## config.mk

```make
export PLATFORM = sky130hd
export DESIGN_NAME = mw_pipe_stage
export DESIGN_NICKNAME = d
export VERILOG_FILES = /design/src/rtl/mw_pkg.sv /design/src/rtl/mw_skid_buf.sv /design/src/rtl/mw_pipe_stage.sv
export SDC_FILE = /design/constraint.sdc
export NUM_CORES = 1
export LEC_CHECK = 0
export ABC_AREA = 1
export CAP_MARGIN = 20
export CORE_ASPECT_RATIO = 0.5
export CORE_UTILIZATION = 25
export DETAILED_ROUTE_END_ITERATION = 16
export PLACE_DENSITY = 0.46
export SYNTH_ARGS = -nofsm -noshare
export SYNTH_HDL_FRONTEND = slang
export SYNTH_SLANG_ARGS = --single-unit
```

## constraint.sdc

```tcl
create_clock -name clk -period 2.14 [get_ports clk]
set_clock_uncertainty 0.05 [all_clocks]
set_input_delay 0.321 -clock clk [delete_from_list [all_inputs] [get_ports clk]]
set_output_delay 0.321 -clock clk [all_outputs]
set_load 0.1 [all_outputs]
```

## src/rtl/mw_pkg.sv

```systemverilog
// Shared definitions for the MEM->WB pipeline stage.
//
// Contents:
//   DATA_W_DEF / REG_AW_DEF : default data and register-address widths.
//   mw_state_t              : occupancy state of the skid buffer (EMPTY/ONE/TWO).
//   mw_payload_t            : payload layout at the default widths
//                             (alu_out, read_data, write_reg, reg_write, mem_to_reg).
//   payload_w()             : flat payload width for arbitrary DATA_W/REG_AW.
//                             The stage packs fields in the same order as mw_payload_t.
package mw_pkg;

  localparam int DATA_W_DEF = 32;
  localparam int REG_AW_DEF = 5;

  typedef enum logic [1:0] {
    ST_EMPTY = 2'd0,
    ST_ONE   = 2'd1,
    ST_TWO   = 2'd2
  } mw_state_t;

  typedef struct packed {
    logic [DATA_W_DEF-1:0] alu_out;
    logic [DATA_W_DEF-1:0] read_data;
    logic [REG_AW_DEF-1:0] write_reg;
    logic                  reg_write;
    logic                  mem_to_reg;
  } mw_payload_t;

  function automatic int payload_w(input int data_w, input int reg_aw);
    return 2 * data_w + reg_aw + 2;
  endfunction

endpackage

```

## src/rtl/mw_skid_buf.sv

```systemverilog
// Generic 2-entry skid buffer carrying an opaque W-bit payload.
//
// Handshake: a transfer happens on a rising edge when valid and ready are both
// high on that side (in_valid & in_ready accepts, out_valid & out_ready pops).
// in_ready is a flop, so there is no combinational path from out_ready to
// in_ready. flush empties the buffer and wins over a simultaneous accept/pop.
//
// Ports:
//   clk, rst_n   : clock, asynchronous active-low reset
//   in_valid     : producer has a payload
//   in_ready     : buffer can accept (registered, low only when TWO entries held)
//   in_data      : incoming payload
//   flush        : synchronous flush of all entries
//   out_ready    : consumer takes the head entry this cycle
//   out_valid    : head entry valid
//   out_data     : head entry (main register, drives the consumer directly)
//   state        : current occupancy state, for observation
module mw_skid_buf
  import mw_pkg::*;
#(
  parameter int W = 8
) (
  input  logic         clk,
  input  logic         rst_n,
  input  logic         in_valid,
  output logic         in_ready,
  input  logic [W-1:0] in_data,
  input  logic         flush,
  input  logic         out_ready,
  output logic         out_valid,
  output logic [W-1:0] out_data,
  output mw_state_t    state
);

  mw_state_t    state_q, state_d;
  logic [W-1:0] main_q, main_d;
  logic [W-1:0] skid_q, skid_d;
  logic         ready_q;
  logic         accept;
  logic         pop;

  assign accept    = in_valid & ready_q;
  assign pop       = out_valid & out_ready;
  assign out_valid = (state_q != ST_EMPTY);
  assign out_data  = main_q;
  assign in_ready  = ready_q;
  assign state     = state_q;

  always_comb begin
    state_d = state_q;
    main_d  = main_q;
    skid_d  = skid_q;
    if (flush) begin
      // Data registers keep stale contents; only occupancy is cleared.
      state_d = ST_EMPTY;
    end else begin
      case (state_q)
        ST_EMPTY: begin
          if (accept) begin
            state_d = ST_ONE;
            main_d  = in_data;
          end
        end
        ST_ONE: begin
          if (accept && !pop) begin
            state_d = ST_TWO;
            skid_d  = in_data;
          end else if (!accept && pop) begin
            state_d = ST_EMPTY;
          end else if (accept && pop) begin
            main_d  = in_data;
          end
        end
        ST_TWO: begin
          // ready_q is low here, so accept cannot fire.
          if (pop) begin
            state_d = ST_ONE;
            main_d  = skid_q;
          end
        end
        default: state_d = ST_EMPTY;
      endcase
    end
  end

  always_ff @(posedge clk or negedge rst_n) begin
    if (!rst_n) begin
      state_q <= ST_EMPTY;
      main_q  <= '0;
      skid_q  <= '0;
      ready_q <= 1'b1;
    end else begin
      state_q <= state_d;
      main_q  <= main_d;
      skid_q  <= skid_d;
      // Registered ready derived from next occupancy: low exactly when full.
      ready_q <= (state_d != ST_TWO);
    end
  end

endmodule

```

## src/rtl/mw_pipe_stage.sv

```systemverilog
// MEM->WB pipeline stage with valid/ready handshake, 2-entry skid buffer,
// synchronous flush and register-write qualification.
//
// Handshake: accept = ValidM & ReadyM, pop = ValidW & ReadyW, both taking
// effect on the rising edge. ReadyM is a flop (NOT skid_full). While
// ValidW=1 and ReadyW=0 every W output holds. FlushW empties the stage and
// drops any entry offered in the same cycle.
//
// Optional build macro MW_RESULT_MUX_EN adds ResultW (WB result mux) and
// FwdValidW (forwarding qualifier); without it the mux stays external.
//
// Ports:
//   clk, rst_n                         : clock, asynchronous active-low reset
//   ValidM / ReadyM                    : MEM side handshake
//   ALUOutM, ReadDataM, WriteRegM,
//   RegWriteM, MemtoRegM               : MEM side payload
//   FlushW                             : synchronous flush
//   ReadyW / ValidW                    : WB side handshake
//   ALUOutW, ReadDataW, WriteRegW,
//   MemtoRegW                          : head payload
//   RegWriteW                          : head write enable, 0 when ValidW=0
//   state                              : occupancy state, for observation
//   ResultW, FwdValidW                 : only with MW_RESULT_MUX_EN
module mw_pipe_stage
  import mw_pkg::*;
#(
  parameter int DATA_W = DATA_W_DEF,
  parameter int REG_AW = REG_AW_DEF
) (
  input  logic              clk,
  input  logic              rst_n,
  input  logic              ValidM,
  output logic              ReadyM,
  input  logic [DATA_W-1:0] ALUOutM,
  input  logic [DATA_W-1:0] ReadDataM,
  input  logic [REG_AW-1:0] WriteRegM,
  input  logic              RegWriteM,
  input  logic              MemtoRegM,
  input  logic              FlushW,
  input  logic              ReadyW,
  output logic              ValidW,
  output logic [DATA_W-1:0] ALUOutW,
  output logic [DATA_W-1:0] ReadDataW,
  output logic [REG_AW-1:0] WriteRegW,
  output logic              RegWriteW,
  output logic              MemtoRegW,
`ifdef MW_RESULT_MUX_EN
  output logic [DATA_W-1:0] ResultW,
  output logic              FwdValidW,
`endif
  output mw_state_t         state
);

  localparam int PW = payload_w(DATA_W, REG_AW);

  logic [PW-1:0] in_pay;
  logic [PW-1:0] head_pay;
  logic          head_reg_write;

  // Field order matches mw_payload_t.
  assign in_pay = {ALUOutM, ReadDataM, WriteRegM, RegWriteM, MemtoRegM};

  mw_skid_buf #(
    .W(PW)
  ) u_skid (
    .clk       (clk),
    .rst_n     (rst_n),
    .in_valid  (ValidM),
    .in_ready  (ReadyM),
    .in_data   (in_pay),
    .flush     (FlushW),
    .out_ready (ReadyW),
    .out_valid (ValidW),
    .out_data  (head_pay),
    .state     (state)
  );

  assign {ALUOutW, ReadDataW, WriteRegW, head_reg_write, MemtoRegW} = head_pay;

  // The main register keeps stale data after a pop or flush; gating with
  // ValidW keeps an empty stage from writing the register file.
  assign RegWriteW = head_reg_write & ValidW;

`ifdef MW_RESULT_MUX_EN
  assign ResultW   = MemtoRegW ? ReadDataW : ALUOutW;
  // Writes to register 0 are architecturally discarded, so never forward them.
  assign FwdValidW = ValidW & RegWriteW & (WriteRegW != '0);
`endif

endmodule

```

* Word-level counts from Yosys, hierarchy flattened
Index checks and enable logic that the tools add are counted.
** Storage, ports and cells
- Latch bits :: 0
- Memory bits (writable) :: 0
- Logic and storage cells :: 38
- Register bits :: 145
- Memories :: 0
- Memory bits (read-only) :: 0
** Operators by class
- Add/sub/neg operators :: 0
- Equality and inequality tests :: 8
- Reductions and logical operators :: 10
- Multiplexer cells :: 12
- Div/mod/pow operators :: 0
- Shift-type cells :: 0
- Magnitude comparators :: 0
- Multiply operators :: 0
- Bitwise gates (word level) :: 4
** Operator list (count)
- 71-bit two-way mux :: 5
- 71-bit case mux with 3 select lines :: 1
- 2-bit two-way mux :: 5
- 7-bit AND reduction :: 1
- 2-bit by 1-bit != test with 1-bit output (second input constant) :: 3
- 2-bit != test (second input constant) :: 3
- 2-bit case mux with 3 select lines :: 1
- 1-bit bitwise AND :: 3
- 1-bit logical AND :: 3
- 3-bit AND reduction :: 1
- 3-bit nonzero test :: 1
- 2-bit by 1-bit equality test with 1-bit output (second input constant) :: 1
- 2-bit equality test (second input constant) :: 1
- 1-bit logical NOT :: 2
- 2-bit logical NOT :: 1
- 2-bit nonzero test :: 1
- 1-bit NOT :: 1

* Longest topological paths before layout
Gate-level depths: netlist of the first run.
- Depth in word-level cells :: 8
- Gate-level depth with buffers :: 8
- Mapped depth without buffers :: 7

* Hierarchy
From an unflattened synthesis of the first run, not the netlist that was laid out.
** Second synthesis, totals
- Cells, all modules :: 796
- Area, all modules :: 6442.4 µm²
** Modules (own cells, without submodules)
- mw_skid_buf :: cells each 794, times used 1, area each 6434.9 µm², sequential area each 3629.7 µm²
- mw_pipe_stage :: cells each 2, times used 1, area each 7.5 µm², sequential area each 0.0 µm²

* Least setup slack after synthesis of the first run
OpenSTA, ideal clock, no wires.
- Kind :: register to output
- Start point :: register u_skid.state_q[1], in the netlist u_skid.state[1]
- End point :: output RegWriteW
- Cell stages (with the launch flop) :: 4
- Data required time :: 1.769 ns
- Path slack :: -0.755 ns
- Arrival time :: 2.524 ns
- Path buffers :: 1
- Path through :: dfrtp_1 buf_6 nor2_1 nor2_1
** Between the ends
- Word-level cells in the longest chain between the ends :: 2
** Ends and longest elaborated chain
- start, declared :: line mw_skid_buf.sv:35 : mw_state_t state_q, state_d;
- start signal, assigned :: line mw_skid_buf.sv:93 : state_q <= state_d;
- 2-bit nonzero test :: line mw_skid_buf.sv:44 : assign out_valid = (state_q != ST_EMPTY);
- 1-bit bitwise AND :: line mw_pipe_stage.sv:82 : assign RegWriteW = head_reg_write & ValidW;
- end, declared :: line mw_pipe_stage.sv:45 : output logic RegWriteW,
No other way between the ends.

* Final worst setup path of the first run
- Start point :: register u_skid.state_q[1], in the netlist u_skid.state[1]
- End point :: register u_skid.main_q[39], in the netlist u_skid.out_data[39]
** Between the ends
- Word-level cells in the longest chain between the ends :: 6
- Elaborated cells on any way between the ends :: 17
- Those cells by class :: eq/ne (7); mux (1); bitwise (1); reduce/logical (8)
** Ends and longest elaborated chain
- 2-bit nonzero test :: line mw_skid_buf.sv:44
- 1-bit bitwise AND :: line mw_skid_buf.sv:43 : assign pop = out_valid & out_ready;
- 1-bit logical NOT :: line mw_skid_buf.sv:65 : if (accept && !pop) begin
- 1-bit logical AND :: line mw_skid_buf.sv:65
- 2-bit != test (no source line)
- 7-bit AND reduction (no source line)
- end signal, assigned :: line mw_skid_buf.sv:94 : main_q <= main_d;
- end, declared :: line mw_skid_buf.sv:36 : logic [W-1:0] main_q, main_d;
Several ways; a longest one is shown, not always the timed one.
A chain may end at the register's enable or synchronous reset.

==> summary.log, run 1 <==
INFO  cells_and_area area_growth=24.7%
INFO  die            die_h=122um
INFO  clock_network  cts_buf_count=17
INFO  logic_synthesis seq_area_frac_synth=50.1%
INFO  worst_setup_path r2r-start=u_skid.state[1]$_DFF_PN0_
INFO  global_route   first_pass_grt_wire_length=29600um
INFO  die            die_width=243um
INFO  logic_synthesis number_of_flops_mapped_to_enable_cells_by_yosys=0
INFO  die            die_area=0.0297sqmm
INFO  cells_and_area final_cell_area=0.00904sqmm
INFO  worst_setup_path timing.critical_path.from=u_skid.state[1]$_DFF_PN0_
INFO  worst_setup_path timing.critical_path.from_type=flip-flop
INFO  global_route   met2_usage=21.5%
INFO  global_route   grt_start_max_net_pins=77
INFO  clock_network  insertion_delay=420ps
INFO  place          dp.final_hpwl=12300um
INFO  global_route   global_route.usage.met1=16.2%
INFO  status         status=finished, final reports clean
INFO  worst_setup_path critical_path.max_fanout=71
INFO  sta            period_share=89.6%
INFO  worst_setup_path cpPeakStageDelay=650ps
INFO  die            io-pin-count=151
INFO  die            placement_rows=43
INFO  drt            drt.antenna.violating_nets=0
INFO  logic_synthesis synth_largest_type_area_fraction=49.7%
INFO  sta            finalSetupTns=0ps
INFO  drt            drt-wirelength-per-cell=14.0um
INFO  clock_network  clk_pin_slew_worst_paths=60ps
INFO  sta            finalHoldViolCount=0
INFO  global_route   via_count_of_the_first_global_routing_pass=5498
INFO  logic_synthesis synthMostInstantiatedCell=sky130_fd_sc_hd__nand2_1
INFO  worst_setup_path timing.critical_path.cells=nor2_4, nand2_1, nand3_4, buf_4, o21ai_0, nand2_1
INFO  sta            relSlewSlack=47.8%
INFO  drt            detailroute.via_count=5578
INFO  die            core_area=0.0281sqmm
INFO  die            starting_density=25.8%
INFO  cells_and_area final_core_utilization=32.2%
INFO  clock_network  cts_sinks=145
INFO  sta            rsz0062_at_grt=no
INFO  global_route   grt_antenna_before_repair=0
INFO  sta            max_slew.worst_pin.slew=783ps
INFO  cells_and_area num-nets-final=1006
INFO  sta            timing.final.max_slew_violations=0
INFO  min_path       holdCritPathClass=input pin to asynchronous set/reset pin
INFO  logic_synthesis synthTopCellsByCount=sky130_fd_sc_hd__nand2_1 (151), sky130_fd_sc_hd__dfrtp_1 (144), sky130_fd_sc_hd__o21ai_0 (97)
INFO  logic_synthesis syn_avg_cell_area=8.39squm
INFO  logic_synthesis dominant_synthesized_flop_cell=sky130_fd_sc_hd__dfrtp_1
INFO  logic_synthesis postSynthCellCount=864
INFO  place          gpl.final_weighted_congestion=0.752
INFO  clock_network  hold_buffers=1
INFO  clock_network  h-tree-depth=4
INFO  logic_synthesis postSynth.asyncResetShare=100%
INFO  power_and_ir_drop max-vdd-ir-drop=0.571mV
INFO  logic_synthesis post-synth-top-area-cell=sky130_fd_sc_hd__dfrtp_1
INFO  global_route   grt_remaining_overflow=0
INFO  global_route   grt_use_met3=3.52%
INFO  sta            hold-worst-slack=310ps
INFO  job            cap_violations=0
INFO  worst_setup_path path_class=flip-flop to flip-flop
INFO  global_route   grt_util_all_layers=13.0%
INFO  drt            route.detailed.vias_per_inst=4.21
INFO  worst_setup_path arrival_time_reported_for_the_critical_path_endpoint=2220ps
INFO  clock_network  post_cts_resize_count=0
INFO  cells_and_area drive_gt1_share=21.6%
INFO  worst_setup_path cp_common_cell=sky130_fd_sc_hd__nand2_1
INFO  place          port-buffer-count=150
INFO  sta            maxClockFrequency=522MHz
INFO  clock_network  tritoncts=built
INFO  clock_network  cts-root-buf=sky130_fd_sc_hd__clkbuf_16
INFO  place          placed_cell_area=0.00846sqmm
INFO  drt            drt-pass1-iter-count=4
INFO  logic_synthesis yosys_register_bits=145
INFO  sta            setup_viol_count_final=0
INFO  drt            dr.first_iter.drc_count=409
INFO  drt            wire_length_after_detailed_routing=18600um
INFO  clock_network  clock_tree.buffer_depth=2
INFO  power_and_ir_drop power.leakage=4.53nW
INFO  sta            min_period=1920ps
INFO  drt            drc=0
INFO  worst_setup_path worst_ep_required_time=2450ps
INFO  power_and_ir_drop power.density=1210mW/mm^2
INFO  logic_synthesis synth_area_leaders=sky130_fd_sc_hd__dfrtp_1 (50%), sky130_fd_sc_hd__nand2_1 (7.8%), sky130_fd_sc_hd__buf_4 (7.4%), sky130_fd_sc_hd__o21ai_0 (6.7%), sky130_fd_sc_hd__nand2_2 (6.2%)
INFO  cells_and_area insertedDiodeCount=0
INFO  worst_setup_path timing.critical_path.to_type=flip-flop
INFO  clock_network  post-cts-setup-buffers=0
INFO  logic_synthesis ys.warnings.count=0
INFO  worst_setup_path cpMaxStageDelayCell=sky130_fd_sc_hd__buf_4
INFO  logic_synthesis mappedNetlistNets=940
INFO  logic_synthesis ys_types=23
INFO  logic_synthesis netlist_area=0.00725sqmm
INFO  global_route   gr-max-usage-layer=met2
cells in the final DEF (no fill, tap or decap), types with 2 or more instances in the layout:
cell type	synthesis	layout
sky130_fd_sc_hd__a21oi_1	71	71
sky130_fd_sc_hd__buf_12	7	11
sky130_fd_sc_hd__buf_4	71	81
sky130_fd_sc_hd__bufinv_16	0	2
sky130_fd_sc_hd__clkbuf_1	19	6
sky130_fd_sc_hd__clkbuf_16	0	17
sky130_fd_sc_hd__clkbuf_8	0	3
sky130_fd_sc_hd__clkdlybuf4s50_1	0	74
sky130_fd_sc_hd__clkinv_2	0	4
sky130_fd_sc_hd__dfrtp_1	144	142
sky130_fd_sc_hd__dfrtp_2	0	2
sky130_fd_sc_hd__inv_1	77	76
sky130_fd_sc_hd__nand2_1	151	150
sky130_fd_sc_hd__nand2_2	72	72
sky130_fd_sc_hd__nand3_1	2	2
sky130_fd_sc_hd__nand3_4	1	2
sky130_fd_sc_hd__nor2_1	75	73
sky130_fd_sc_hd__nor2_2	0	2
sky130_fd_sc_hd__o21ai_0	97	97
sky130_fd_sc_hd__o21ai_1	45	45
registers in the layout, summed over array words and instances, names as in the netlist:
| name | count |
|---|---|
| u_skid.state | 2 |
| u_skid.skid_q | 71 |
| u_skid.out_data | 71 |
| u_skid.in_ready | 1 |
metal layers:
layer  routed length [um]  up-vias
met2                 9060       66
met5                    0        -
met3                  698       25
li1                     -     2785
met1                 8430     2702
met4                  372        0
logic make-up after synthesis:
family	Yosys count	share of synthesized area, %
compound gates	215	14.9
flops	145	50.1
simple gates	305	19.0
buf+inv	199	16.1
area by class of cell:
type,count,area [sq um]
sequential,145,3630
clock inverter,6,80.1
multi-input combinational,520,2480
timing repair buffer,168,1590
fill,2991,19000
tap,382,478
clock buffer,26,489
inverter,78,297
worst paths after layout:
kind	endpoint	cells after the start	slack, ps
worst max register to register	u_skid.out_data[39]$_DFFE_PN0P_	6	220
max in group asynchronous	u_skid.out_data[23]$_DFFE_PN0P_	3	1100
min in group clk	u_skid.skid_q[42]$_DFFE_PN0P_	3	420
worst min register to register	u_skid.skid_q[29]$_DFFE_PN0P_	2	440
worst min-delay path	u_skid.out_data[56]$_DFFE_PN0P_	2	310
worst max-delay path	u_skid.out_data[39]$_DFFE_PN0P_	6	220
power by group:
| group | switching (mW) | total [mW] | internal [mW] |
|---|---|---|---|
| Clock | 1.13 | 2.93 | 1.80 |
| Sequential | 0.341 | 3.76 | 3.42 |
| Combinational | 3.28 | 4.22 | 0.940 |
stage by stage:
step	worst slack [ps]	total power, mW	std cells
6_report	223	10.9	1325
5_1_grt	65.6	11.5	1325
4_1_cts	205	11.1	1325
3_5_place_dp	18.7	8.08	1292
3_3_place_gp	30.5	8.03	1292
2_1_floorplan	18.2	7.47	864
critical path, delay by kind of cell (launching register included):
kind                   cells  cell delay, ps
flip-flops                 1             480
AND/OR/NAND/NOR            4             480
buffers and inverters      1             650
AO/OA/AOI/OAI              1             180
No activity file was read; power rests on OpenSTA's default activity.
==> run 2: changes to the inputs <==
CAP_MARGIN = 5   (was 20)
CELL_PAD_IN_SITES_DETAIL_PLACEMENT = 1   (was default)
CELL_PAD_IN_SITES_GLOBAL_PLACEMENT = 1   (was default)
PLACE_DENSITY = 0.58   (was 0.46)
==> summary.log, run 2 (same netlist as run 1, synthesis figures left out) <==
INFO  status         status=finished, final reports clean
INFO  global_route   via_count_of_the_first_global_routing_pass=5988
INFO  job            cap_violations=0
INFO  sta            rsz0062_at_grt=no
INFO  worst_setup_path cp_common_cell=sky130_fd_sc_hd__nand2_1
INFO  clock_network  insertion_delay=440ps
INFO  worst_setup_path timing.critical_path.to_type=flip-flop
INFO  die            die_width=243um
INFO  global_route   grt_util_all_layers=13.9%
INFO  die            io-pin-count=151
INFO  clock_network  cts_sinks=145
INFO  place          placed_cells_incl_taps=1292
INFO  clock_network  cts_buf_count=17
INFO  sta            relSlewSlack=48.5%
INFO  worst_setup_path worst_ep_required_time=2460ps
INFO  worst_setup_path cpMaxStageDelayCell=sky130_fd_sc_hd__buf_4
INFO  place          gpl.final_weighted_congestion=0.758
INFO  cells_and_area final_cell_area=0.00905sqmm
INFO  worst_setup_path timing.critical_path.cells=nor2_4, nand2_1, nand3_4, buf_4, o21ai_0, nand2_1
INFO  sta            min_period=1930ps
INFO  clock_network  post-cts-setup-buffers=0
INFO  global_route   grt_antenna_before_repair=0
INFO  clock_network  tritoncts=built
INFO  place          dp.final_hpwl=12900um
INFO  cells_and_area highest_count_cells_in_the_layout_ignoring_fill_and_taps=sky130_fd_sc_hd__nand2_1 (150), sky130_fd_sc_hd__dfrtp_1 (142), sky130_fd_sc_hd__o21ai_0 (97), sky130_fd_sc_hd__buf_4 (82), sky130_fd_sc_hd__inv_1 (76)
INFO  power_and_ir_drop power.density=1210mW/mm^2
INFO  clock_network  clk_pin_slew_worst_paths=60ps
INFO  sta            period_share=90.3%
INFO  sta            maxClockFrequency=517MHz
INFO  drt            drc=0
INFO  cells_and_area layout.cells.non_filler=1324
INFO  die            core_area=0.0281sqmm
INFO  worst_setup_path critical_path.max_fanout=71
INFO  global_route   first_pass_grt_wire_length=31700um
INFO  clock_network  h-tree-depth=4
INFO  worst_setup_path arrival_time_reported_for_the_critical_path_endpoint=2260ps
INFO  sta            finalSetupTns=0ps
INFO  worst_setup_path path_class=flip-flop to flip-flop
INFO  global_route   grt_remaining_overflow=0
INFO  die            die_area=0.0297sqmm
INFO  drt            detailroute.via_count=5663
INFO  die            starting_density=25.8%
INFO  sta            timing.final.max_slew_violations=0
INFO  drt            drt-pass1-iter-count=5
INFO  clock_network  cts-root-buf=sky130_fd_sc_hd__clkbuf_16
INFO  drt            route.detailed.vias_per_inst=4.28
INFO  sta            max_slew.worst_pin.slew=773ps
INFO  place          port-buffer-count=150
INFO  sta            hold-worst-slack=330ps
INFO  worst_setup_path timing.critical_path.from_type=flip-flop
INFO  cells_and_area drive_gt1_share=21.8%
INFO  cells_and_area num-nets-final=1007
INFO  die            placement_rows=43
INFO  cells_and_area final_core_utilization=32.2%
INFO  global_route   grt_start_max_net_pins=72
INFO  power_and_ir_drop max-vdd-ir-drop=0.595mV
INFO  min_path       holdCritPathClass=input pin to asynchronous set/reset pin
INFO  place          placed_cell_area=0.00845sqmm
INFO  cells_and_area area_growth=24.8%
INFO  cells_and_area layout.cells.most_common=sky130_fd_sc_hd__nand2_1
INFO  drt            drt.antenna.violating_nets=0
INFO  drt            drt-wirelength-per-cell=15.0um
INFO  die            die_h=122um
INFO  cells_and_area insertedDiodeCount=0
INFO  worst_setup_path cpPeakStageDelay=640ps
INFO  power_and_ir_drop power.leakage=4.53nW
INFO  drt            wire_length_after_detailed_routing=19900um
INFO  sta            finalHoldViolCount=0
INFO  clock_network  clock_tree.buffer_depth=2
INFO  drt            dr.first_iter.drc_count=257
INFO  sta            setup_viol_count_final=0
run 2: layer usage:
layer	GRT usage, %	part of all wire [%]
met5	0	0
met2	24.4	50
met4	4.32	1.7
met3	3.76	2.8
met1	16.6	45
run 2: final timing paths:
check	start	to	slack, ps	cells after the start
min in group clk	ALUOutM[8]	u_skid.skid_q[47]$_DFFE_PN0P_	410	3
setup reg to reg	u_skid.state[1]$_DFF_PN0_	u_skid.out_data[55]$_DFFE_PN0P_	210	6
setup / recovery	u_skid.state[1]$_DFF_PN0_	u_skid.out_data[55]$_DFFE_PN0P_	210	6
max in group asynchronous	rst_n	u_skid.skid_q[24]$_DFFE_PN0P_	1060	3
hold / removal	rst_n	u_skid.skid_q[58]$_DFFE_PN0P_	330	2
hold reg to reg	u_skid.skid_q[47]$_DFFE_PN0P_	u_skid.skid_q[47]$_DFFE_PN0P_	440	2
run 2: final cells by class:
| class | count | area [sq um] |
|---|---|---|
| fillers | 3339 | 19000 |
| clock inverters | 7 | 85.1 |
| repair buffers | 169 | 1610 |
| well taps | 382 | 478 |
| inverters | 78 | 297 |
| clock buffers | 23 | 468 |
| flip-flops and latches | 145 | 3630 |
| multi-input cells | 520 | 2480 |
run 2: stage by stage:
step	setup slack, ps	power [mW]
3_3_place_gp	-32.7	8.01
5_1_grt	31.2	11.5
4_1_cts	164	11.1
3_5_place_dp	-115	8.09
2_1_floorplan	18.2	7.47
6_report	207	10.9
run 2: repair_timing:
action	in CTS	in global routing
endpoints found under the setup margin	0	1
hold endpoints to repair	39	0
resized for setup	0	1
hold buffers	1	0
run 2: critical path: cells and delay by family (launching register included):
family / cells / cell delay, ps
buf+inv: 1 / 640
flops: 1 / 490
compound gates: 1 / 210
simple gates: 4 / 470
run 2: report_power, final:
group / internal (mW) / leakage [nW] / switching, mW
clock: 1.75 / 0.276 / 1.19
sequential: 3.42 / 1.75 / 0.341
combinational: 0.937 / 2.50 / 3.30
==> run 3: changes to the inputs <==
CORE_MARGIN = 3   (was default)
==> summary.log, run 3 (same netlist as run 1, synthesis figures left out) <==
INFO  power_and_ir_drop power.density=1250mW/mm^2
INFO  power_and_ir_drop share_of_total_power_in_combinational_logic=36.7%
INFO  worst_setup_path arrival_time_reported_for_the_critical_path_endpoint=1620ps
INFO  global_route   grt_antenna_before_repair=1
INFO  die            core_area=0.0281sqmm
INFO  power_and_ir_drop p_sw=4.88mW
INFO  sta            finalSetupTns=0ps
INFO  die            die_h=126um
INFO  clock_network  post_cts_resize_count=0
INFO  global_route   via_count_of_the_first_global_routing_pass=6218
INFO  clock_network  h-tree-depth=4
INFO  power_and_ir_drop seqPwrFrac=32.4%
INFO  worst_setup_path timing.critical_path.cells=nor2_2, clkinvlp_4, buf_4
INFO  sta            max_slew.worst_pin.slew=493ps
INFO  cells_and_area layout.cells.most_common=sky130_fd_sc_hd__nand2_1
INFO  place          placed_cell_area=0.00853sqmm
INFO  die            placement_rows=43
INFO  sta            min_period=1990ps
INFO  power_and_ir_drop power.leakage=4.62nW
INFO  worst_setup_path worstPathBufferInverterCount=2
INFO  cells_and_area highest_count_cells_in_the_layout_ignoring_fill_and_taps=sky130_fd_sc_hd__nand2_1 (150), sky130_fd_sc_hd__dfrtp_1 (142), sky130_fd_sc_hd__o21ai_0 (97), sky130_fd_sc_hd__buf_4 (82), sky130_fd_sc_hd__inv_1 (76)
INFO  drt            drt-wirelength-per-cell=15.1um
INFO  power_and_ir_drop power_switching_share=42.2%
INFO  job            cap_violations=0
INFO  sta            timing.final.max_slew_violations=0
INFO  clock_network  tritoncts=built
INFO  power_and_ir_drop power_frac_clock=30.9%
INFO  cells_and_area final_cell_area=0.00924sqmm
INFO  die            starting_density=25.8%
INFO  power_and_ir_drop intPower=6.69mW
INFO  clock_network  cts_sinks=145
INFO  sta            setup_viol_count_final=0
INFO  cells_and_area area_growth=27.5%
INFO  drt            route.detailed.vias_per_inst=4.29
INFO  sta            relSlewSlack=67.2%
INFO  worst_setup_path path_class=flip-flop to primary output
INFO  clock_network  clk_pin_slew_worst_paths=60ps
INFO  sta            rsz0062_at_grt=no
INFO  sta            finalHoldViolCount=0
INFO  clock_network  insertion_delay=440ps
INFO  cells_and_area num-nets-final=1010
INFO  worst_setup_path timing.critical_path.to_type=primary output
INFO  global_route   first_pass_grt_wire_length=33400um
INFO  place          setup_slack_after_placement=58.9ps
INFO  power_and_ir_drop power_consumption=11.6mW
INFO  drt            drt-pass1-iter-count=4
INFO  drt            detailroute.via_count=5708
INFO  global_route   grt_start_max_net_pins=44
INFO  worst_setup_path cpMaxStageDelayCell=sky130_fd_sc_hd__dfrtp_2
INFO  worst_setup_path timing.critical_path.from_type=flip-flop
INFO  die            die_area=0.0312sqmm
INFO  cells_and_area drive_gt1_share=22.6%
INFO  sta            final_critical_path_setup_slack=146ps
INFO  sta            maxClockFrequency=501MHz
INFO  clock_network  cts-root-buf=sky130_fd_sc_hd__clkbuf_16
INFO  sta            period_share=93.2%
INFO  die            io-pin-count=151
INFO  worst_setup_path cpPeakStageDelay=500ps
INFO  worst_setup_path critical_path.max_fanout=8
INFO  drt            dr.first_iter.drc_count=231
INFO  drt            drt.antenna.violating_nets=0
INFO  global_route   grt_util_all_layers=13.7%
INFO  min_path       holdCritPathClass=input pin to asynchronous set/reset pin
INFO  place          port-buffer-count=150
INFO  die            die_width=247um
INFO  place          gpl.final_weighted_congestion=0.730
INFO  clock_network  cts_buf_count=17
INFO  power_and_ir_drop max-vdd-ir-drop=0.539mV
INFO  place          dp.final_hpwl=14100um
INFO  global_route   grt_remaining_overflow=0
INFO  clock_network  post-cts-setup-buffers=0
INFO  drt            wire_length_after_detailed_routing=20000um
INFO  clock_network  clock_tree.buffer_depth=2
INFO  worst_setup_path cpLargestDelayFamily=flip-flops
INFO  status         status=finished, final reports clean
INFO  drt            drc=0
INFO  worst_setup_path worst_ep_required_time=1770ps
==> run 3: cell count changes in the layout (fill, tap and decap cells not counted), sizes merged <==
cell and change:
inv +1, clkinvlp +1, diode +1, clkbuf -6
bufinv +5, buf +4
==> run 3: final cells by class <==
type,instances,area (sq um)
antenna,1,2.50
clock buffer,18,439
clock inverter,14,259
fill,3257,18900
inverter,78,297
multi-input combinational,520,2480
sequential,145,3630
tap,382,478
timing repair buffer,172,1660
==> run 3: worst reg2reg max path, cell delays in order (launching register included) <==
cell	delay, ps
sky130_fd_sc_hd__dfstp_2	580
sky130_fd_sc_hd__nand2_1	90
sky130_fd_sc_hd__nor2_1	210
sky130_fd_sc_hd__nand2_1	100
sky130_fd_sc_hd__nand2_2	160
sky130_fd_sc_hd__buf_4	340
sky130_fd_sc_hd__o21ai_0	180
sky130_fd_sc_hd__nand2_1	80
==> run 3: final timing paths <==
check,startpoint,end,slack (ps),cells past startpoint
min reg2reg,u_skid.skid_q[46]$_DFFE_PN0P_,u_skid.skid_q[46]$_DFFE_PN0P_,440,2
max reg2reg,u_skid.in_ready$_DFF_PN1_,u_skid.out_data[59]$_DFFE_PN0P_,310,7
min,rst_n,u_skid.out_data[28]$_DFFE_PN0P_,320,2
max,u_skid.state[1]$_DFF_PN0_,ValidW,150,3
max in group asynchronous,rst_n,u_skid.in_ready$_DFF_PN1_,1040,3
min in group clk,ALUOutM[12],u_skid.skid_q[51]$_DFFE_PN0P_,410,3
==> run 3: through the flow <==
step	hold WS, ps	utilization (%)	cells
after global placement	201	30.3	1296
after global routing	327	32.8	1330
after floorplan	-24.6	-	864
after detailed placement	207	30.3	1296
final	319	32.8	1330
after CTS	297	32.8	1329
==> run 3: power by group through the flow <==
stage / Clock (mW) / Sequential, mW / Combinational [mW]
floorplan: 0 / 3.74 / 3.73
global placement: 0 / 3.78 / 4.24
detailed placement: 0 / 3.81 / 4.29
CTS: 3.69 / 3.76 / 4.30
global route: 3.83 / 3.84 / 4.51
finish: 3.58 / 3.75 / 4.25
==> run 3: per-layer routing <==
metal  up-vias  track usage (%)  part of all wire [%]
li1       2786                -                     -
met1      2864             16.0                    44
met2        40             24.6                    52
met3        18             3.19                   2.5
met4         0             4.72                   1.7
met5         -                0                     0
==> run 3: what timing repair did <==
action,in CTS,in global routing
hold endpoints to repair,29,0
hold buffers,1,0
endpoints found under the setup margin,0,0
